`src/rtl/fpu_pkg.sv`:
```
// Shared FPU issue definitions: funct7 codes, op encodings, FSM states
// and the funct7 decode helper.
package fpu_pkg;

    localparam logic [6:0] F7_FADD = 7'b0000000;
    localparam logic [6:0] F7_FSUB = 7'b0000100;
    localparam logic [6:0] F7_FMUL = 7'b0001000;
    localparam logic [6:0] F7_FDIV = 7'b0001100;

    typedef enum logic [1:0] {
        OP_ADD = 2'b00,
        OP_SUB = 2'b01,
        OP_MUL = 2'b10,
        OP_DIV = 2'b11
    } fpu_op_e;

    typedef enum logic [1:0] {
        IDLE = 2'b00,
        EXEC = 2'b01,
        WB   = 2'b10
    } fpu_state_e;

    typedef struct packed {
        fpu_op_e op;
        logic    legal;
    } fpu_dec_t;

    // funct7 -> {op, legal}; unsupported codes decode as illegal add
    function automatic fpu_dec_t decode_f7(input logic [6:0] f7);
        fpu_dec_t d;
        d.op    = OP_ADD;
        d.legal = 1'b1;
        unique case (f7)
            F7_FADD: d.op = OP_ADD;
            F7_FSUB: d.op = OP_SUB;
            F7_FMUL: d.op = OP_MUL;
            F7_FDIV: d.op = OP_DIV;
            default: d.legal = 1'b0;
        endcase
        return d;
    endfunction

endpackage

```
`src/rtl/fpu_issue_ctrl.sv`:
```
// Issue/sequencing controller for the multi-cycle single-precision FPU:
// accepts one FP op at a time, counts out its latency, strobes writeback,
// and stalls decode on structural and RAW hazards.
module fpu_issue_ctrl
    import fpu_pkg::*;
#(
    parameter int unsigned ADD_LAT = 3,
    parameter int unsigned MUL_LAT = 4,
    parameter int unsigned DIV_LAT = 16
) (
    input  logic       clk,
    input  logic       rst,
    input  logic       fpu_en,
    input  logic [6:0] func_7,
    input  logic [4:0] fd,
    input  logic [4:0] fs1,
    input  logic [4:0] fs2,
    input  logic       read_regport_f1,
    input  logic       read_regport_f2,
    input  logic       flush,
    output logic       stall,
    output logic       fpu_start,
    output logic [1:0] fpu_op,
    output logic       wb_enable_f,
    output logic [4:0] wb_rd_f,
    output logic       illegal_op,
    output logic       busy
);

    fpu_state_e state, state_nxt;
    fpu_op_e    op_q;
    logic [4:0] cnt;
    logic [4:0] pend_rd;
    logic       start_q;
    logic       illegal_q;

    fpu_dec_t   dec;
    logic       raw_hazard;
    logic       accept;
    logic       illegal_req;

    // Execute-cycle count minus one, loaded into cnt on accept
    function automatic logic [4:0] cnt_init(input fpu_op_e op);
        logic [4:0] v;
        unique case (op)
            OP_MUL:  v = 5'(MUL_LAT - 1);
            OP_DIV:  v = 5'(DIV_LAT - 1);
            default: v = 5'(ADD_LAT - 1);
        endcase
        return v;
    endfunction

    assign dec = decode_f7(func_7);

    // Hazard detection, accept decision and next-state logic
    always_comb begin
        state_nxt   = state;
        raw_hazard  = 1'b0;
        stall       = 1'b0;
        accept      = 1'b0;
        illegal_req = 1'b0;

        if (state == EXEC || state == WB) begin
            raw_hazard = (read_regport_f1 && fs1 == pend_rd) ||
                         (read_regport_f2 && fs2 == pend_rd);
        end

        // No write-to-read bypass in the FP regfile, so WB still stalls on RAW
        if (!flush) begin
            stall = (fpu_en && dec.legal && state == EXEC) || raw_hazard;
        end

        accept      = fpu_en && dec.legal && !flush && !stall &&
                      (state == IDLE || state == WB);
        illegal_req = fpu_en && !dec.legal && !flush && !stall;

        unique case (state)
            IDLE: if (accept) state_nxt = EXEC;
            EXEC: if (cnt == '0) state_nxt = WB;
            WB:   state_nxt = accept ? EXEC : IDLE;
            default: state_nxt = IDLE;
        endcase
    end

    // State register plus op/latency/destination capture on accept
    always_ff @(posedge clk or posedge rst) begin
        if (rst) begin
            state     <= IDLE;
            cnt       <= '0;
            pend_rd   <= '0;
            op_q      <= OP_ADD;
            start_q   <= 1'b0;
            illegal_q <= 1'b0;
        end else begin
            state     <= state_nxt;
            start_q   <= accept;
            illegal_q <= illegal_req;
            if (accept) begin
                op_q    <= dec.op;
                pend_rd <= fd;
                cnt     <= cnt_init(dec.op);
            end else if (state == EXEC && cnt != '0) begin
                cnt <= cnt - 5'd1;
            end
        end
    end

    assign fpu_start   = start_q;
    assign fpu_op      = op_q;
    assign wb_enable_f = (state == WB);
    assign wb_rd_f     = pend_rd;
    assign illegal_op  = illegal_q;
    assign busy        = (state != IDLE);

endmodule
```
`config.mk`:
```
export PLATFORM = sky130hd
export DESIGN_NAME = fpu_issue_ctrl
export DESIGN_NICKNAME = d
export VERILOG_FILES = /design/src/rtl/fpu_pkg.sv /design/src/rtl/fpu_issue_ctrl.sv
export SDC_FILE = /design/constraint.sdc
export NUM_CORES = 1
export LEC_CHECK = 0
export CAP_MARGIN = 10
export CORE_MARGIN = 2
export CORE_UTILIZATION = 27
export CTS_CLUSTER_SIZE = 30
export DETAILED_ROUTE_END_ITERATION = 8
export PLACE_DENSITY = 0.53
export SLEW_MARGIN = 20
export SYNTH_ARGS = -nofsm -noshare
export SYNTH_HDL_FRONTEND = slang
export SYNTH_SLANG_ARGS = --single-unit
```
`constraint.sdc`:
```
create_clock -name clk -period 5.1 [get_ports clk]
set_clock_uncertainty 0.1 [all_clocks]
set_input_delay 1.02 -clock clk [delete_from_list [all_inputs] [get_ports clk]]
set_output_delay 1.02 -clock clk [all_outputs]
set_load 0.05 [all_outputs]
```
After elaboration in Yosys (flattened, before gate mapping)
Cells that the tools add are included.

Register bits: 16. Input port bits: 28. Output and inout port bits: 12.

Add/subtract/negate cells: 1. Equal/unequal tests: 11. Mux-type cells: 11. Reductions and logical operators: 26.

Operators by type and width (count): 7-bit by 4-bit equality test with 1-bit output, second input constant (2); 2-bit one-hot mux with 3 select lines (2); 1-bit logical AND (11); 5-bit equality test (2); 5-bit two-way mux (2); 4-bit one-hot mux with 2 select lines (1); 7-bit by 3-bit equality test with 1-bit output, second input constant (1); 7-bit logical NOT (1); 2-bit equality test, second input constant (3); 5-bit logical NOT (1); 5-bit nonzero test (1); 5-bit by 1-bit subtractor with 5-bit output, second input constant (1); 1-bit logical OR (4); 1-bit two-way mux (4); 2-bit two-way mux (2); 2-bit nonzero test (2); 4-bit OR reduction (1); 1-bit logical NOT (3); 2-bit by 1-bit equality test with 1-bit output, second input constant (1); 2-bit logical NOT (1); 2-bit by 1-bit inequality test with 1-bit output, second input constant (1); 2-bit inequality test, second input constant (1); 2-bit AND reduction (1).

Depth between registers and ports, before layout
Depth after elaboration: 12. Mapped depth: 7. Gate-level depth less buffers: 7.

Worst setup path before layout
No wires, ideal clock.

Kind: input to output. From: input port func_7[4]. To: output port stall. Data arrival time: 2566 ps. Path slack: 1414 ps. Stages: 4. Cells stage by stage: or4_4 > nor2_1 > nand3_1 > a21oi_1.

Cells in the longest elaborated chain, start to end: 7.

Ends and longest elaborated chain: start: declaration (RTL line fpu_issue_ctrl.sv:14) `input logic [6:0] func_7,`; 7-bit by 4-bit equality test with 1-bit output, or another cell as far along (RTL line fpu_pkg.sv:33) `unique case (f7)`; 4-bit OR reduction (no line) (*); 1-bit two-way mux (*) (RTL line fpu_pkg.sv:33); 1-bit logical AND (*) (2 in a row) (RTL line fpu_issue_ctrl.sv:70) `stall = (fpu_en && dec.legal && state == EXEC) || raw_hazard;`; 1-bit logical OR (*) (RTL line fpu_issue_ctrl.sv:70); 1-bit two-way mux (*) (RTL line fpu_issue_ctrl.sv:69) `if (!flush) begin`; end: declaration (RTL line fpu_issue_ctrl.sv:21) `output logic stall,`.

Mark *: on every way between the ends. The rest lies on a longest branch, timed or not.

Worst setup path after layout
Ends and elaborated chain as after synthesis.

==> results.tsv <==
metric	value	unit
status	completed	
drt_pass1_iterations	4	
wl_per_cell	12.9	µm
die_width	64.7	µm
synth_edf_count	0	
diodes	0	
synth_seq_cells	16	
p_per_area	411	mW/mm²
area_delta_synth_final	49.6	%
hold_viol	0	
critical_path_class	input pin to output pin	
finalPower	612	µW
cts_buffers	3	
clock_path_buffers	2	
ys_top_cells_by_area	dfrtp_1, xnor2_1, ha_1, mux2_2, inv_1	
grt_pass1_wl	3.77	mm
synthesis.nets	124	
yosys.area.top_type_share	40.2	%
cts_tree	yes	
layout_commonest_cell	clkdlybuf4s50_1	
dp.cells	175	
grt_max_degree	17	
r2r_end	cnt[3]	
crit_fanout	2	
slew_viol_final	0	
fillers	347	
gp_congestion	0.817	
via_per_inst	4.44	
grt_pass1_vias	780	
power.leakage	0.619	nW
overflow	0	
netlist_area	996	µm²
end_kind	output pin	
die_h	64.7	µm
yosysWarnings	0	
hpwlAfterDp	1.84	mm
min_path_cells	1	
crit_start	func_7[4]	
postCtsResizedCells	0	
rrSetupSlack	3.03	ns
netlist_instances	89	
clk_latency	0.25	ns
via_count	795	
endpoint	stall	
tightest_slew	0.828	ns
cp.required	3.98	ns
initial_utilization	27.6	%
final_cell_mix	clkdlybuf4s50_1, dfrtp_1, xnor2_1	
ir_drop	0.000151	V
postLayoutCoreUtil	41.3	%
fin_crit	4.29	ns
cts_setup_buffers	0	
port-buffer-count	39	
regArea	400	µm²
drive_gt1_share	11.5	%
wirelength	2.31	mm
antenna_left	0	
clock.fmax	0.233	GHz
cts.clk_slew.worst_paths	0.06	ns
antenna_found_initial	0	
first_iter_violations	22	
hold_slack	0.404	ns
ys_seq_area_share	40.2	%
relSlewSlack	44.1	%
synth_area_per_cell	11.2	µm²
num_io_pins	40	
synthArstFlopShare	100	%
yosys.cell_types.count	30	
fin_setup_tns	0	ns
clkSinkCount	16	
core_area	0.00361	mm²
reg2reg_from	cnt[0]	
htree_levels	1	
setup_viol	0	
drc_errors	0	
arrival	3.17	ns
rsz0062_at_grt	false	
die-area	0.00419	mm²
root_buffer	clkbuf_8	
nNetsFinal	167	
reg2reg_depth	7	
rows	22	
hp-class	flop to flop	
track_usage	11.8	%
maxCapViolations	0	
synth-main-ff-cell	dfrtp_1	
multiInputGateArea	551	µm²
critPathLaunchType	input pin	
fin_cells	179	
fin_crit_sh	84.1	%
holdBufCountCts	0	
synth_top_area_cell	dfrtp_1	
## layout make-up
type                    count  share of cell area (%)
repair buffers             39                    26.2
flip-flops and latches     16                    26.9
well taps                  48                    4.03
inverters                   9                    2.27
multi-input cells          63                    36.9
clock buffers               4                    3.69
## sequential cells by signal, summed over array words and instances, names as in the netlist
name        flops
wb_rd_f         5
illegal_op      1
fpu_op          2
state           2
fpu_start       1
cnt             5
## report_power, final
group          leakage, nW  internal, mW  switching (mW)  total (mW)
sequential           0.207         0.164          0.0420       0.206
combinational        0.384         0.128           0.164       0.292
clock               0.0288        0.0685          0.0456       0.114
total                0.619         0.360           0.252       0.612
## synth_stat cells (2+ instances only)
library cell / n
a21oi_1: 3
a32o_1: 2
dfrtp_1: 16
ha_1: 7
inv_1: 9
mux2_2: 5
mux2_4: 2
mux2i_1: 2
nand2_1: 3
nand3_1: 4
nand4_1: 2
nor2_1: 4
xnor2_1: 13
## routing by layer
| layer | GRT usage, % | up-vias | wire, µm |
|---|---|---|---|
| li1 | - | 395 | - |
| met1 | 15.3 | 369 | 1090 |
| met2 | 17.9 | 27 | 1020 |
| met3 | 3.30 | 4 | 149 |
| met4 | 5.59 | 0 | 45 |
| met5 | 0 | - | 0 |
## cell families (layout without fill, tap and decap cells)
family	after synthesis	in the layout	synth area share [%]
DFF	16	16	40.2
adders and majority gates	7	7	8.79
muxes	9	9	10.7
AOI/OAI and AO/OA	12	12	9.42
and+or+nand+nor	21	21	14.1
xor gates and xnor gates	14	14	12.3
buffers and inverters	10	52	4.52
## through the flow
step | area, µm² | setup slack (ns)
detailed placement | 1440 | 0.812
global route | 1490 | 0.714
finish | 1490 | 0.809
CTS | 1490 | 0.807
global placement | 1440 | 0.840
floorplan | 996 | 1.41
## critical path, stage by stage
cell and delay, ns:
clkdlybuf4s50_1 0.40, or4_4 0.55, nor2_1 0.15, nand3_1 0.09, a21oi_1 0.14, clkdlybuf4s50_1 0.81
## worst min path at each step
stage | start | endpoint
floorplan | cnt[1] | cnt[1]
global placement | fpu_op[1] | fpu_op[1]
detailed placement | fpu_op[0] | fpu_op[0]
CTS | fpu_op[0] | fpu_op[0]
global route | fpu_op[0] | fpu_op[0]
finish | fpu_op[0] | fpu_op[0]
No activity file was read; power rests on OpenSTA's default activity.
==> variant 1, RTL diff (same settings) <==
The 3 states of `fpu_state_e` get a one-hot encoding in 3 bits.
--- a/src/rtl/fpu_pkg.sv
+++ b/src/rtl/fpu_pkg.sv
@@ -14,10 +14,10 @@
         OP_DIV = 2'b11
     } fpu_op_e;
 
-    typedef enum logic [1:0] {
-        IDLE = 2'b00,
-        EXEC = 2'b01,
-        WB   = 2'b10
+    typedef enum logic [2:0] {
+        IDLE = 3'b001,
+        EXEC = 3'b010,
+        WB   = 3'b100
     } fpu_state_e;
 
     typedef struct packed {
Behaviour: no difference found for any inputs over 10 cycles, from zero or initial values and one cycle with rst high; not proved beyond that.
==> variant 1 against the original RTL <==
Setup slack lost 91 ps. Wire length grew 1.3%. Critical path depth unchanged. Area after synthesis is 1.3% higher. Fmax is 2.1% lower. Via count is 0.63% higher. Global-route usage fell by 0.12 points. Final area shrank 0.17%. Sequential cell count is 1 higher. Sequential share of layout area up 1.8 points. Synthesized cell count stayed put. Critical path type unchanged.
Power is not compared: it rests on default switching activity, and its combinational part moved more than twofold at a synthesized area within 25%.
==> variant 1: results (changes against the original RTL) <==
- Status: finished, final reports clean
- Lkg Pwr: 0.569 nW
- Yosys cell types: 34 (+13%)
- Grt met1 use: 14.7% (-0.66 points)
- DRT iter0 DRCs: 20 (-9.1%)
- Post_cts resized: 0 (unchanged)
- Met1 WL: 1010 um (-6.7%)
- Actual slew at the worst max-slew pin: 736 ps (-91.5 ps)
- R2R Path Start: state[0]
- Setup Fix Bufs, Post-CTS: 0 (unchanged)
- Share of layout cells above drive strength 1: 14.6% (+3.2 points)
- Final WL: 2340 um (+1.3%)
- GRT met2 Usage: 19.2% (+1.3 points)
- Drt pass-1 iters: 4 (unchanged)
- CTS clk-pin slew, worst paths: 70 ps
- Post-DP HPWL: 1890 um (+2.6%)
- Register area share after synthesis: 42.3% (+2.1 points)
- Routability congestion estimate: 0.797 (-2.5%)
- Vias/cell: 4.49 (+1.2%)
- Yosys warns: 0 (unchanged)
- Largest net degree at the start of global routing: 18 (+1)
- Antenna Diode Count: 0 (unchanged)
- Clock Latency Late Sink: 250 ps (about the same)
- Worst hold slack: 421 ps (+17.8 ps)
- Worst Reg-to-Reg Cells: 4 (-3)
- Vias in the first global route: 801 (+2.7%)
- Placement Setup Slack: 714 ps (-98.0 ps)
- Worst r2r dst: wb_rd_f[3]
- Global Route met3 Usage: 1.37% (-1.9 points)
- GRT Util Overall: 11.7% (-0.12 points)
- CP Max Fanout: 4 (+2)
- Wire length on met2: 1120 um (+9.5%)
- Synth top area cells: dfrtp_1 40%, xnor2_1 9.6%, mux2_4 7.4%, mux2_2 3.3%, nand4_1 3.1%
- Reg2Reg Setup Slack: 2740 ps (-290 ps)
- First-pass GRT wire length: 3680 um (-2.2%)
- Nets: 161 (-3.6%)
- Cts bufs inserted: 3 (unchanged)
- Met3 WL: 145 um (-2.7%)
- Post-synth top cells: 16 x dfrtp_1, 11 x xnor2_1, 6 x nand2_1, 5 x mux2_4, 5 x nand4_1
- CP arrival: 3260 ps (+90 ps)
- CP peak stage delay: 840 ps (+30 ps)
- Fillers: 385 (+11%)
- Post-synth net total: 119 (-4.0%)
- IO Port Bufs: 39 (unchanged)
==> variant 1: changes by cell type after synthesis, sizes merged, moves of 2 or more <==
cell and delta:
nor3b +2, a32o -2, nand3 -5, inv -5, nand4 +3, nand2 +3
nor3 +2, nand2b +2, ha -5, xnor2 -2, o21ai +2, xor2 +2
==> variant 1: per-stage QoR <==
| step | cell area, sq um | instances |
|---|---|---|
| 2_1_floorplan | 1010 | 89 |
| 3_3_place_gp | 1440 | 174 |
| 3_5_place_dp | 1440 | 174 |
| 4_1_cts | 1490 | 178 |
| 5_1_grt | 1490 | 178 |
| 6_report | 1490 | 178 |
==> variant 1: worst max path at each step <==
| stage | from | slack [ps] | endpoint |
|---|---|---|---|
| finish | func_7[0] | 720 | stall |
| global placement | func_7[0] | 760 | stall |
| global route | func_7[0] | 570 | stall |
| floorplan | func_7[0] | 1810 | stall |
| detailed placement | func_7[0] | 710 | stall |
| CTS | func_7[0] | 710 | stall |
==> variant 1: cells by family after synthesis <==
group | Yosys count | synth area share, %
mux | 10 | 12.8
xor+xnor | 14 | 12.2
simple gates | 31 | 20.8
fa+ha+maj | 2 | 2.48
buf+inv | 6 | 3.10
compound gates | 9 | 6.33
flops | 17 | 42.3
==> variant 1: power breakdown <==
part / total, W / internal (W) / switching [W]
clock network: 0.000100 / 0.0000554 / 0.0000450
registers: 0.000159 / 0.000146 / 0.0000128
logic: 0.0000961 / 0.0000503 / 0.0000458
total: 0.000356 / 0.000252 / 0.000104
==> variant 1: final cells by class <==
cell class | instances | share of cell area (%)
inverters | 4 | 1.01
repair buffers | 39 | 26.2
flip-flops and latches | 17 | 28.7
well taps | 48 | 4.04
multi-input cells | 66 | 37.0
clock buffers | 4 | 3.03
==> variant 2, RTL diff (config.mk and constraints unchanged) <==
Without the edit above. Change the parameter `DIV_LAT` from 16 to 8.
--- a/src/rtl/fpu_issue_ctrl.sv
+++ b/src/rtl/fpu_issue_ctrl.sv
@@ -6,7 +6,7 @@
 #(
     parameter int unsigned ADD_LAT = 3,
     parameter int unsigned MUL_LAT = 4,
-    parameter int unsigned DIV_LAT = 16
+    parameter int unsigned DIV_LAT = 8
 ) (
     input  logic       clk,
     input  logic       rst,
Check against the original RTL: not equivalent (a bounded check fails within 10 cycles, from zero or initial values and one cycle with rst high).
==> variant 2 against the original RTL <==
Count of clock-buffer cells in the layout stayed put. Core utilization grew 0.24 points. Die area rose by 0.82%. Fmax fell by 1.1%. Total power down 6.2%. Worst hold slack gained 7.3 ps. Final area increased by 0.59%. Sequential share of layout area fell by 0.16 points. Sequential cell count did not move. Wire length shrank 0.52%. Area after synthesis grew 0.88%. Setup slack worse by 46 ps. Largest power group unchanged.
==> variant 2: results (changes against the original RTL) <==
- GRT Util Overall: 12.7% (+0.91 points)
- Non-Filler Instances: 180 (+0.56%)
- Drt wl/cell: 12.7 um (-1.1%)
- Register area share after synthesis: 39.9% (-0.35 points)
- CP Max Fanout: 3 (+1)
- DRT iter0 DRCs: 15 (-32%)
- Grt met1 use: 15.5% (+0.18 points)
- Lkg Pwr: 0.628 nW (+1.4%)
- Nets: 168 (+0.60%)
- Post-DP HPWL: 1880 um (+2.1%)
- Yosys cell types: 31 (+3.3%)
- Global Route met3 Usage: 2.26% (-1.0 points)
- Initial antenna violation count: 0 (unchanged)
- Met1 WL: 999 um (-8.1%)
- Placed cell area: 1440 sq um (+0.61%)
- Post-synthesis mux area share: 9.59% (-1.1 points)
- First-pass GRT wire length: 4070 um (+8.1%)
- Vias/cell: 4.50 (+1.3%)
- GRT met2 Usage: 21.6% (+3.7 points)
- Synth top area cells: dfrtp_1 40%, xnor2_1 10%, ha_1 8.7%, mux2_2 5.6%, inv_1 3.4%
- Status: finished, final reports clean
- Post-synth top cells: 16 x dfrtp_1, 12 x xnor2_1, 9 x inv_1, 7 x ha_1, 5 x mux2_2
- Share of layout cells above drive strength 1: 14.4% (+2.9 points)
- Post-Synth XOR/XNOR Area: 12.2% (-0.11 points)
- Hold path depth: 1 (unchanged)
- Synthesized instance count: 90 (+1.1%)
- CP arrival: 3220 ps (+50 ps)
- Worst hold slack: 411 ps (+7.30 ps)
- Hold Startpoint: fpu_op[1]
- Antenna Diode Count: 0 (unchanged)
- Worst vdd ir: 0.000132 V (-12%)
- Vias in the first global route: 880 (+13%)
- Slew Viols, Final: 0 (unchanged)
- Met3 WL: 73 um (-51%)
- Post-synth net total: 125 (+0.81%)
- Worst Hold End: fpu_op[1]
- Synth Area in Compound Gates: 9.46% (+0.042 points)
- Worst slew margin: 46.7% (+2.6 points)
- Wire length on met2: 1190 um (+16%)
- Share of synthesized cell area in full adder, half adder and majority cells: 8.72% (-0.077 points)
- Routability congestion estimate: 0.687 (-16%)
- Placement Setup Slack: 753 ps (-59.1 ps)
- Fillers: 361 (+4.0%)
- Reg2Reg Setup Slack: 2960 ps (-70 ps)
- Root buffer cell: clkbuf_8
## variant 2: changes by cell type after synthesis
| cell | unedited run | this run |
|---|---|---|
| nor2b_1 | 1 | 0 |
| o22a_2 | 0 | 1 |
| and2_2 | 0 | 2 |
| mux2i_1 | 2 | 1 |
| xor2_1 | 1 | 2 |
| o22a_1 | 1 | 0 |
| and2b_2 | 0 | 1 |
| xnor2_1 | 13 | 12 |
## variant 2: cells by family (layout without fill, tap and decap cells)
logic type                 count (synthesis)  after routing
and+or+nand+nor                           23             23
DFF                                       16             16
xor gates and xnor gates                  14             14
AOI/OAI and AO/OA                         12             12
buffers and inverters                     10             52
muxes                                      8              8
adders and majority gates                  7              7
## variant 2: where the power goes
| group | internal [W] | leakage [nW] | switching, W |
|---|---|---|---|
| logic | 0.000118 | 0.389 | 0.000142 |
| registers | 0.000161 | 0.210 | 0.0000390 |
| clock network | 0.0000684 | 0.0288 | 0.0000450 |
## variant 2: worst register-to-register path: cells and delay by family, from the launching register on
kind	cells	cell delay (ps)
AO/OA/AOI/OAI	1	740
XOR/XNOR	1	180
adder cells (fa/ha/maj)	1	140
buffers and inverters	2	140
flip-flops	1	400
AND/OR/NAND/NOR	2	340
## variant 2: area by class of cell
type / instances / area (sq um) / share of cell area, %
clock buffer: 4 / 55.1 / 3.67
multi-input combinational: 64 / 559 / 37.3
inverter: 9 / 33.8 / 2.25
timing repair buffer: 39 / 390 / 26.0
tap: 48 / 60.1 / 4.01
sequential: 16 / 400 / 26.7
## variant 2: worst max path at each step
stage	startpoint	endpoint	slack, ps	cells after the start
after global routing	func_7[4]	stall	640	6
final	func_7[4]	stall	760	6
after CTS	func_7[4]	stall	740	6
after floorplan	func_7[4]	stall	1390	4
after global placement	func_7[4]	stall	790	6
after detailed placement	func_7[4]	stall	750	6
